[src/rtl/shared_unit_arbiter.sv]
// Round-robin arbiter/sequencer time-sharing one fixed-latency compute unit among NUM_REQ requesters.
// Result appears UNIT_LAT+1 cycles after acceptance; requesters stall until the result is taken. Optional ARB_LOCK_EN adds sticky grants.
module shared_unit_arbiter #(
    parameter int NUM_REQ  = 4,
    parameter int DATA_W   = 2,
    parameter int UNIT_LAT = 1,
    parameter int ID_W     = 2,
    parameter int LOCK_MAX = 4
) (
    input  logic                      clk,
    input  logic                      reset,
    input  logic [NUM_REQ-1:0]        req_valid,
    output logic [NUM_REQ-1:0]        req_ready,
    input  logic [NUM_REQ*DATA_W-1:0] req_in0,
    input  logic [NUM_REQ*DATA_W-1:0] req_in1,
`ifdef ARB_LOCK_EN
    input  logic [NUM_REQ-1:0]        req_lock,
`endif
    output logic [DATA_W-1:0]         unit_in0,
    output logic [DATA_W-1:0]         unit_in1,
    output logic                      unit_busy,
    input  logic [DATA_W-1:0]         unit_out,
    output logic                      res_valid,
    input  logic                      res_ready,
    output logic [ID_W-1:0]           res_id,
    output logic [DATA_W-1:0]         res_data
);

    localparam int PTR_W = $clog2(NUM_REQ);
    localparam int CNT_W = (UNIT_LAT < 1) ? 1 : $clog2(UNIT_LAT + 1);

    typedef enum logic [1:0] {IDLE, WAIT, RESP} state_t;

    state_t             state, state_next;
    logic [PTR_W-1:0]   rr_ptr;
    logic [PTR_W-1:0]   gnt_id;
    logic [CNT_W-1:0]   counter;
    logic               win_found;
    logic [PTR_W-1:0]   win_idx;
    logic [PTR_W-1:0]   ptr_adv;

    // Scan from the highest offset down so the lowest offset from rr_ptr wins.
    always_comb begin
        int idx;
        idx       = 0;
        win_found = 1'b0;
        win_idx   = '0;
        for (int k = NUM_REQ - 1; k >= 0; k--) begin
            idx = int'(rr_ptr) + k;
            if (idx >= NUM_REQ) idx = idx - NUM_REQ;
            if (req_valid[idx]) begin
                win_found = 1'b1;
                win_idx   = PTR_W'(idx);
            end
        end
    end

    assign ptr_adv = (gnt_id == PTR_W'(NUM_REQ - 1)) ? '0 : gnt_id + PTR_W'(1);

    always_ff @(posedge clk or posedge reset) begin
        if (reset) state <= IDLE;
        else       state <= state_next;
    end

    always_comb begin
        state_next = state;
        case (state)
            IDLE:    if (win_found) state_next = WAIT;
            WAIT:    if (counter == '0) state_next = RESP;
            RESP:    if (res_ready) state_next = IDLE;
            default: state_next = IDLE;
        endcase
    end

    // req_ready is masked during reset so nothing looks accepted while state is forced.
    always_comb begin
        req_ready = '0;
        if (state == IDLE && win_found && !reset) req_ready[win_idx] = 1'b1;
        unit_busy = (state == WAIT);
        res_valid = (state == RESP);
    end

`ifdef ARB_LOCK_EN
    localparam int LCK_W = $clog2(LOCK_MAX + 1);
    logic [LCK_W-1:0] lock_cnt;
    logic             lock_hold;
`endif

    always_ff @(posedge clk or posedge reset) begin
        if (reset) begin
            rr_ptr    <= '0;
            gnt_id    <= '0;
            counter   <= '0;
            unit_in0  <= '0;
            unit_in1  <= '0;
            res_id    <= '0;
            res_data  <= '0;
`ifdef ARB_LOCK_EN
            lock_cnt  <= '0;
            lock_hold <= 1'b0;
`endif
        end else begin
            case (state)
                IDLE: if (win_found) begin
                    unit_in0  <= req_in0[win_idx*DATA_W +: DATA_W];
                    unit_in1  <= req_in1[win_idx*DATA_W +: DATA_W];
                    gnt_id    <= win_idx;
                    counter   <= CNT_W'(UNIT_LAT);
`ifdef ARB_LOCK_EN
                    lock_hold <= req_lock[win_idx];
`endif
                end
                WAIT: if (counter == '0) begin
                    res_data <= unit_out;
                    res_id   <= ID_W'(gnt_id);
                end else begin
                    counter  <= counter - CNT_W'(1);
                end
                RESP: if (res_ready) begin
`ifdef ARB_LOCK_EN
                    // lock_cnt counts grants already taken in the current locked run.
                    if (lock_hold && (int'(lock_cnt) + 1 < LOCK_MAX)) begin
                        rr_ptr   <= gnt_id;
                        lock_cnt <= lock_cnt + LCK_W'(1);
                    end else begin
                        rr_ptr   <= ptr_adv;
                        lock_cnt <= '0;
                    end
`else
                    rr_ptr <= ptr_adv;
`endif
                end
                default: ;
            endcase
        end
    end

endmodule

[config.mk]
export PLATFORM = sky130hd
export DESIGN_NAME = shared_unit_arbiter
export DESIGN_NICKNAME = d
export VERILOG_FILES = /design/src/rtl/shared_unit_arbiter.sv
export SDC_FILE = /design/constraint.sdc
export NUM_CORES = 1
export LEC_CHECK = 0
export ABC_AREA = 1
export ABC_CLOCK_PERIOD_IN_PS = 2800
export BUFFER_PORTS_ARGS = -buffer_cell sky130_fd_sc_hd__buf_2
export CORE_MARGIN = 5
export CORE_UTILIZATION = 52
export CTS_CLUSTER_SIZE = 24
export DETAILED_ROUTE_END_ITERATION = 6
export PLACE_DENSITY = 0.84
export SYNTH_ARGS = -nofsm -noshare
export SYNTH_HDL_FRONTEND = slang
export SYNTH_SLANG_ARGS = --single-unit
[constraint.sdc]
create_clock -name clk -period 2.8 [get_ports clk]
set_clock_uncertainty 0.15 [all_clocks]
set_input_delay 0.42 -clock clk [delete_from_list [all_inputs] [get_ports clk]]
set_output_delay 0.42 -clock clk [all_outputs]
set_load 0.03 [all_outputs]
Word level (Yosys, flattened, before mapping). Index checks and enable logic that the tools add are counted.

Memory bits (read-only): 0. Word-level logic and storage cells: 82. Bits in registers: 15. Memory bits (writable): 0. Memories kept: 0. Input bits: 25. Bits in latches: 0.

Bitwise gates (word level): 1. Shift-type cells: 2. Div/mod/pow operators: 0. Multiplexer cells: 35. Multiply operators: 0. $add $sub $neg: 9. $lt $le $gt $ge: 10. Equality and inequality tests: 6. Reductions and logical operators: 11.

Operators by type and width (number): $lt A32 B4 Y1 const B (4); $mux W32 (4); $mux W2 (8); $shiftx A8 B4 Y2 (2); $mux W1 (15); $sub A3 B3 Y4 const B (3); $ge A3 B3 Y1 const B (3); $bmux W1 S2 (4); $reduce_and A2 Y1 (4); $add A2 B2 Y3 const B (2); $pmux W2 S3 (1); $eq A2 B2 Y1 const B (2); $mux W4 (1); $ne A2 B2 Y1 const B (2); $sub A2 B3 Y4 const B (1); $add A2 B1 Y3 const B (1); $ge A2 B3 Y1 const B (1); $logic_and A1 B1 Y1 (3); $lt A2 B3 Y1 const B (1); $reduce_and A3 Y1 (1); $add A2 B1 Y2 const B (1); $demux W1 S2 (1); $eq A2 B1 Y1 const B (1); $ge A2 B1 Y1 const B (1); other kinds (7) (7).

Logic depth before layout (Yosys ltp).
Depth after elaboration: 15. Gate-level depth with buffers: 17. Gate-level depth less buffers: 15.

Worst setup path after synthesis. Ideal clock, no wire load.

Path kind: register to output. Start point: reg rr_ptr[0]. End point: out req_ready[1]. Slack: 0.148 ns. Data required time: 2.230 ns. Data arrival time: 2.082 ns. Stages on the path, launching flop included: 12. Path through: dfrtp_1 -> buf_6 -> inv_4 -> nand2_1 -> and2_1 -> or2_4 -> nand2_2 -> nand2_4 -> nand2_4 -> buf_8 -> inv_2 -> nor3_1.

Word-level cells in the longest chain between the ends: 15. Elaborated cells between the ends (all ways): 43. Classes of those cells: 7 x add/sub; 6 x order compare; 27 x mux; 3 x reduce/logical.

RTL lines: start: declaration (line 35) `logic [PTR_W-1:0] rr_ptr;`; start signal: assignment (line 130) `rr_ptr <= ptr_adv;`; $add A2 B2 Y3 (line 49) `idx = int'(rr_ptr) + k;`; $sub A3 B3 Y4 or $ge A3 B3 Y1 (tied branches) (line 50) `if (idx >= NUM_REQ) idx = idx - NUM_REQ;`; $mux W32 (line 50); $bmux W1 S2 (line 51) `if (req_valid[idx]) begin`; $mux W1 (implied by the code) (2 in series) (line 51); $mux W2 (4 in series) (line 51); $lt A2 B3 Y1 (implied by the code) or $ge A2 B1 Y1 (tied branches) (line 78) `if (state == IDLE && win_found && !reset) req_ready[win_idx] = 1'b1;`; $logic_and A1 B1 Y1 (implied by the code) (line 78); $mux W1 (implied by the code) (line 78); $demux W1 S2 (line 78); $mux W4 * (line 78); end: declaration (line 13) `output logic [NUM_REQ-1:0] req_ready,`.

Mark *: on every way between the ends. The rest lies on a longest branch, timed or not. The select of a mux whose other input is x is not followed.

Worst setup path in the final report. Same ends and word-level chain as after synthesis.

==> impl_metrics.prom <==
# TYPE chip_impl_metric gauge
chip_impl_info{name="run_status",value="completed"} 1
chip_impl_metric{name="detail_route.wl_per_cell",unit="um"} 10.9
chip_impl_info{name="slowest_stage",value="dfrtp_2"} 1
chip_impl_metric{name="setup-tns-final",unit="ns"} 0
chip_impl_metric{name="floorplan.io_pins",unit=""} 39
chip_impl_metric{name="totalPowerFinal",unit="mW"} 1.74
chip_impl_metric{name="slew_viol_final",unit=""} 0
chip_impl_metric{name="nets",unit=""} 226
chip_impl_metric{name="detail_route.wirelength",unit="mm"} 2.46
chip_impl_metric{name="period_share",unit="%"} 96.7
chip_impl_info{name="start_kind",value="register"} 1
chip_impl_metric{name="arr_time_crit_path",unit="ns"} 2.14
chip_impl_info{name="most_numerous_cell_in_the_yosys_netlist",value="nand2_1"} 1
chip_impl_metric{name="antenna_violations_before_repair",unit=""} 0
chip_impl_metric{name="area_of_the_die",unit="sq um"} 3010
chip_impl_metric{name="final_layout_size_suffix_gt1_share",unit="%"} 34.2
chip_impl_metric{name="cts-root-to-sink-buffers",unit=""} 2
chip_impl_metric{name="grt_start_max_net_pins",unit=""} 17
chip_impl_metric{name="finalCriticalPeriod",unit="ns"} 2.71
chip_impl_metric{name="placedInstanceArea",unit="sq um"} 1250
chip_impl_info{name="min-delay-start",value="res_ready"} 1
chip_impl_info{name="reg2reg_from",value="rr_ptr[0]$_DFFE_PP0P_"} 1
chip_impl_metric{name="globalplace.congestion",unit=""} 0.844
chip_impl_metric{name="syn_area_per_cell",unit="sq um"} 6.83
chip_impl_info{name="criticalPathCategory",value="register to primary output"} 1
chip_impl_info{name="tritoncts_clock_tree",value="built"} 1
chip_impl_metric{name="cellPowerDensity",unit="nW/um^2"} 1310
chip_impl_metric{name="worst_setup_hold_path_clk_slew",unit="ns"} 0.08
chip_impl_metric{name="initial_core_utilization",unit="%"} 53.8
chip_impl_metric{name="hpwl",unit="mm"} 1.91
chip_impl_metric{name="synth_enable_flop_cells",unit=""} 0
chip_impl_metric{name="mappedNetlistNets",unit=""} 179
chip_impl_metric{name="timing.critical_path.slowest_cell_delay",unit="ns"} 0.48
chip_impl_metric{name="worst_reg2reg_path_length_in_cells",unit=""} 13
chip_impl_metric{name="timing.critical_path.fanout_max",unit=""} 9
chip_impl_metric{name="synth_seq_cells",unit=""} 15
chip_impl_metric{name="postSynthCellCount",unit=""} 153
chip_impl_metric{name="fill_cells",unit=""} 167
chip_impl_info{name="crit_chain",value="inv_4, nand2_1, and2_1, or2_4, nand2_2, nand2_4, nand2_4, inv_2, nor3_1, buf_2"} 1
chip_impl_metric{name="clk-insertion-delay-late",unit="ns"} 0.28
chip_impl_info{name="clockRootBuffer",value="clkbuf_4"} 1
chip_impl_metric{name="placementRows",unit=""} 16
chip_impl_metric{name="min_delay_path_depth",unit=""} 2
chip_impl_metric{name="chipWidth",unit="um"} 54.8
chip_impl_metric{name="setup_violations",unit=""} 0
chip_impl_metric{name="synth.cell_area",unit="sq um"} 1040
chip_impl_metric{name="avgViaCountPerCell",unit=""} 4.81
chip_impl_metric{name="yosysSeqAreaShare",unit="%"} 35.9
chip_impl_metric{name="timing.final.hold_violations",unit=""} 0
chip_impl_metric{name="ys_warn_count",unit=""} 0
chip_impl_info{name="yosys.area.top_type",value="dfrtp_1"} 1
chip_impl_metric{name="clk_sink_count",unit=""} 15
chip_impl_metric{name="worst_slew_pin_slew",unit="ns"} 0.259
chip_impl_info{name="synth_top_cells_by_area",value="dfrtp_1 36%, nand2_1 23%, nand3_1 7.7%, inv_1 7.5%, mux2_2 4.3%"} 1
chip_impl_info{name="hold_path_end",value="state[1]$_DFFE_PP0P_"} 1
chip_impl_metric{name="vdd_drop_max",unit="mV"} 0.769
chip_impl_metric{name="synth-async-reset-ratio",unit="%"} 100
chip_impl_metric{name="dpl.cell_count",unit=""} 217
chip_impl_metric{name="drt_drc_violations_left",unit=""} 0
chip_impl_metric{name="stdcell_area",unit="sq um"} 1330
chip_impl_info{name="regToRegEndpoint",value="unit_in1[0]$_DFFE_PP0P_"} 1
chip_impl_metric{name="relative_slew_slack",unit="%"} 82.7
chip_impl_metric{name="setup.reg_to_reg.worst_slack",unit="ns"} 0.73
chip_impl_metric{name="maxClockFrequency",unit="MHz"} 369
chip_impl_metric{name="antenna-diode-count",unit=""} 0
chip_impl_metric{name="final_antenna_net_count",unit=""} 0
chip_impl_metric{name="count_of_different_cell_masters_after_synthesis",unit=""} 24
chip_impl_metric{name="register_area",unit="sq um"} 377
chip_impl_metric{name="drt_first_iter_violations",unit=""} 21
chip_impl_metric{name="cts-htree-levels",unit=""} 1
chip_impl_metric{name="multi_input_area",unit="sq um"} 554
chip_impl_metric{name="port-buffer-count",unit=""} 38
chip_impl_metric{name="syn_to_final_growth",unit="%"} 27.1
chip_impl_metric{name="die_y",unit="um"} 54.8
chip_impl_metric{name="core-area",unit="sq um"} 1940
chip_impl_metric{name="first_global_vias",unit=""} 1079
chip_impl_info{name="cp-startpoint",value="rr_ptr[0]$_DFFE_PP0P_"} 1
chip_impl_metric{name="vias",unit=""} 1086
chip_impl_metric{name="post-synth-top-area-fraction",unit="%"} 35.9
chip_impl_metric{name="leakage",unit="nW"} 0.817
chip_impl_metric{name="cts_buffers",unit=""} 3
chip_impl_metric{name="grt_pass1_wl",unit="mm"} 4.05
chip_impl_info{name="grt_setup_unrepaired",value="true"} 1
chip_impl_metric{name="cp.required",unit="ns"} 2.23
chip_impl_info{name="crit_top_cell",value="nand2_4"} 1
chip_impl_info{name="min-delay-path-class",value="input pin to register"} 1
chip_impl_metric{name="detailedRoute.firstPassIterationCount",unit=""} 4
chip_impl_metric{name="finalNonFillerCells",unit=""} 226
chip_impl_info{name="synth-main-ff-cell",value="dfrtp_1"} 1
chip_impl_metric{name="grt_remaining_overflow",unit=""} 0
chip_impl_metric{name="overall_global_routing_resource_usage",unit="%"} 18.6
chip_impl_info{name="most_instantiated_cells_after_synthesis",value="64 x nand2_1, 21 x inv_1, 16 x nand3_1, 15 x dfrtp_1, 5 x nand2_2"} 1
chip_impl_info{name="critPathCaptureType",value="primary output"} 1
chip_impl_metric{name="timing.max_cap.violations",unit=""} 0
cells in the final DEF, fill, tap and decap left out:
cell type | synthesis | final
and2_1 | 1 | 1
inv_2 | 1 | 2
o31ai_1 | 2 | 2
ha_1 | 1 | 1
clkbuf_1 | 0 | 1
dlygate4sd3_1 | 0 | 1
o211ai_1 | 1 | 1
nor2_2 | 1 | 2
dfrtp_1 | 15 | 14
mux2_2 | 4 | 4
inv_1 | 21 | 20
nand2_1 | 64 | 63
nand3_1 | 16 | 16
a21oi_1 | 1 | 1
buf_4 | 0 | 7
o21ai_1 | 3 | 3
buf_2 | 1 | 37
dfrtp_2 | 0 | 1
nand2_4 | 2 | 2
inv_4 | 1 | 1
clkbuf_4 | 0 | 3
or2_4 | 1 | 1
and2_4 | 1 | 1
nand2_2 | 5 | 6
nand3_2 | 1 | 1
nor3_1 | 4 | 4
nor2_1 | 4 | 3
logic make-up after synthesis:
group           count (synthesis)  share of synthesized area (%)
flops                          15                           35.9
compound gates                  7                           4.07
mux                             4                           4.31
simple gates                  100                           43.0
fa+ha+maj                       1                           1.20
buf+inv                        26                           11.5
power by group:
| group | switching, mW | total, mW | internal (mW) |
|---|---|---|---|
| sequential | 0.0724 | 0.398 | 0.326 |
| combinational | 0.789 | 1.22 | 0.434 |
| clock | 0.0630 | 0.118 | 0.0553 |
sequential cells by signal, summed over array words and instances (netlist names):
register	cells
gnt_id	2
counter	1
unit_in1	2
unit_in0	2
state	2
rr_ptr	2
res_data	2
res_id	2
area by class of cell:
class,count,share of cell area (%)
Multi-Input combinational cell,112,41.8
Timing Repair Buffer,45,18.7
Inverter,23,6.69
Sequential cell,15,28.4
Clock buffer,4,1.98
Tap cell,27,2.54
stage by stage:
stage	setup WS (ns)	util (%)	hold WS, ns
after floorplan	0.148	-	0.180
after global placement	0.324	64.5	0.276
after detailed placement	0.297	64.5	0.278
after CTS	0.0544	66.4	0.167
after global routing	0.00174	68.4	0.173
final	0.0912	68.4	0.176
critical path, delay by kind of cell, from the launching register on:
kind                   cells  cell delay (ns)
flip-flops                 1             0.48
AND/OR/NAND/NOR            7             0.98
buffers and inverters      3             0.39
routing by layer:
metal	GRT usage, %	up-vias	share of wire, %
met3	5.72	6	5.0
met5	0	-	0
li1	-	564	-
met2	33.1	24	51
met1	20.2	492	42
met4	7.47	0	1.7
how the worst max path moves through the flow:
stage                     cells after the start  slack (ns)      endpoint
final                                        10        0.09  req_ready[1]
after global routing                         11       0.002  req_ready[1]
after CTS                                    10        0.05  req_ready[3]
after detailed placement                      9        0.30  req_ready[3]
after global placement                        9        0.32  req_ready[3]
after floorplan                              11        0.15  req_ready[1]
what timing repair did:
item / CTS / global route
setup endpoints to repair: 2 / 4
pin swaps: 0 / 1
resized for setup: 1 / 4
setup buffers: 0 / 4
hold buffers: 1 / 0
endpoints found under the hold margin: 15 / 0
No activity file was read; power rests on OpenSTA's default activity.
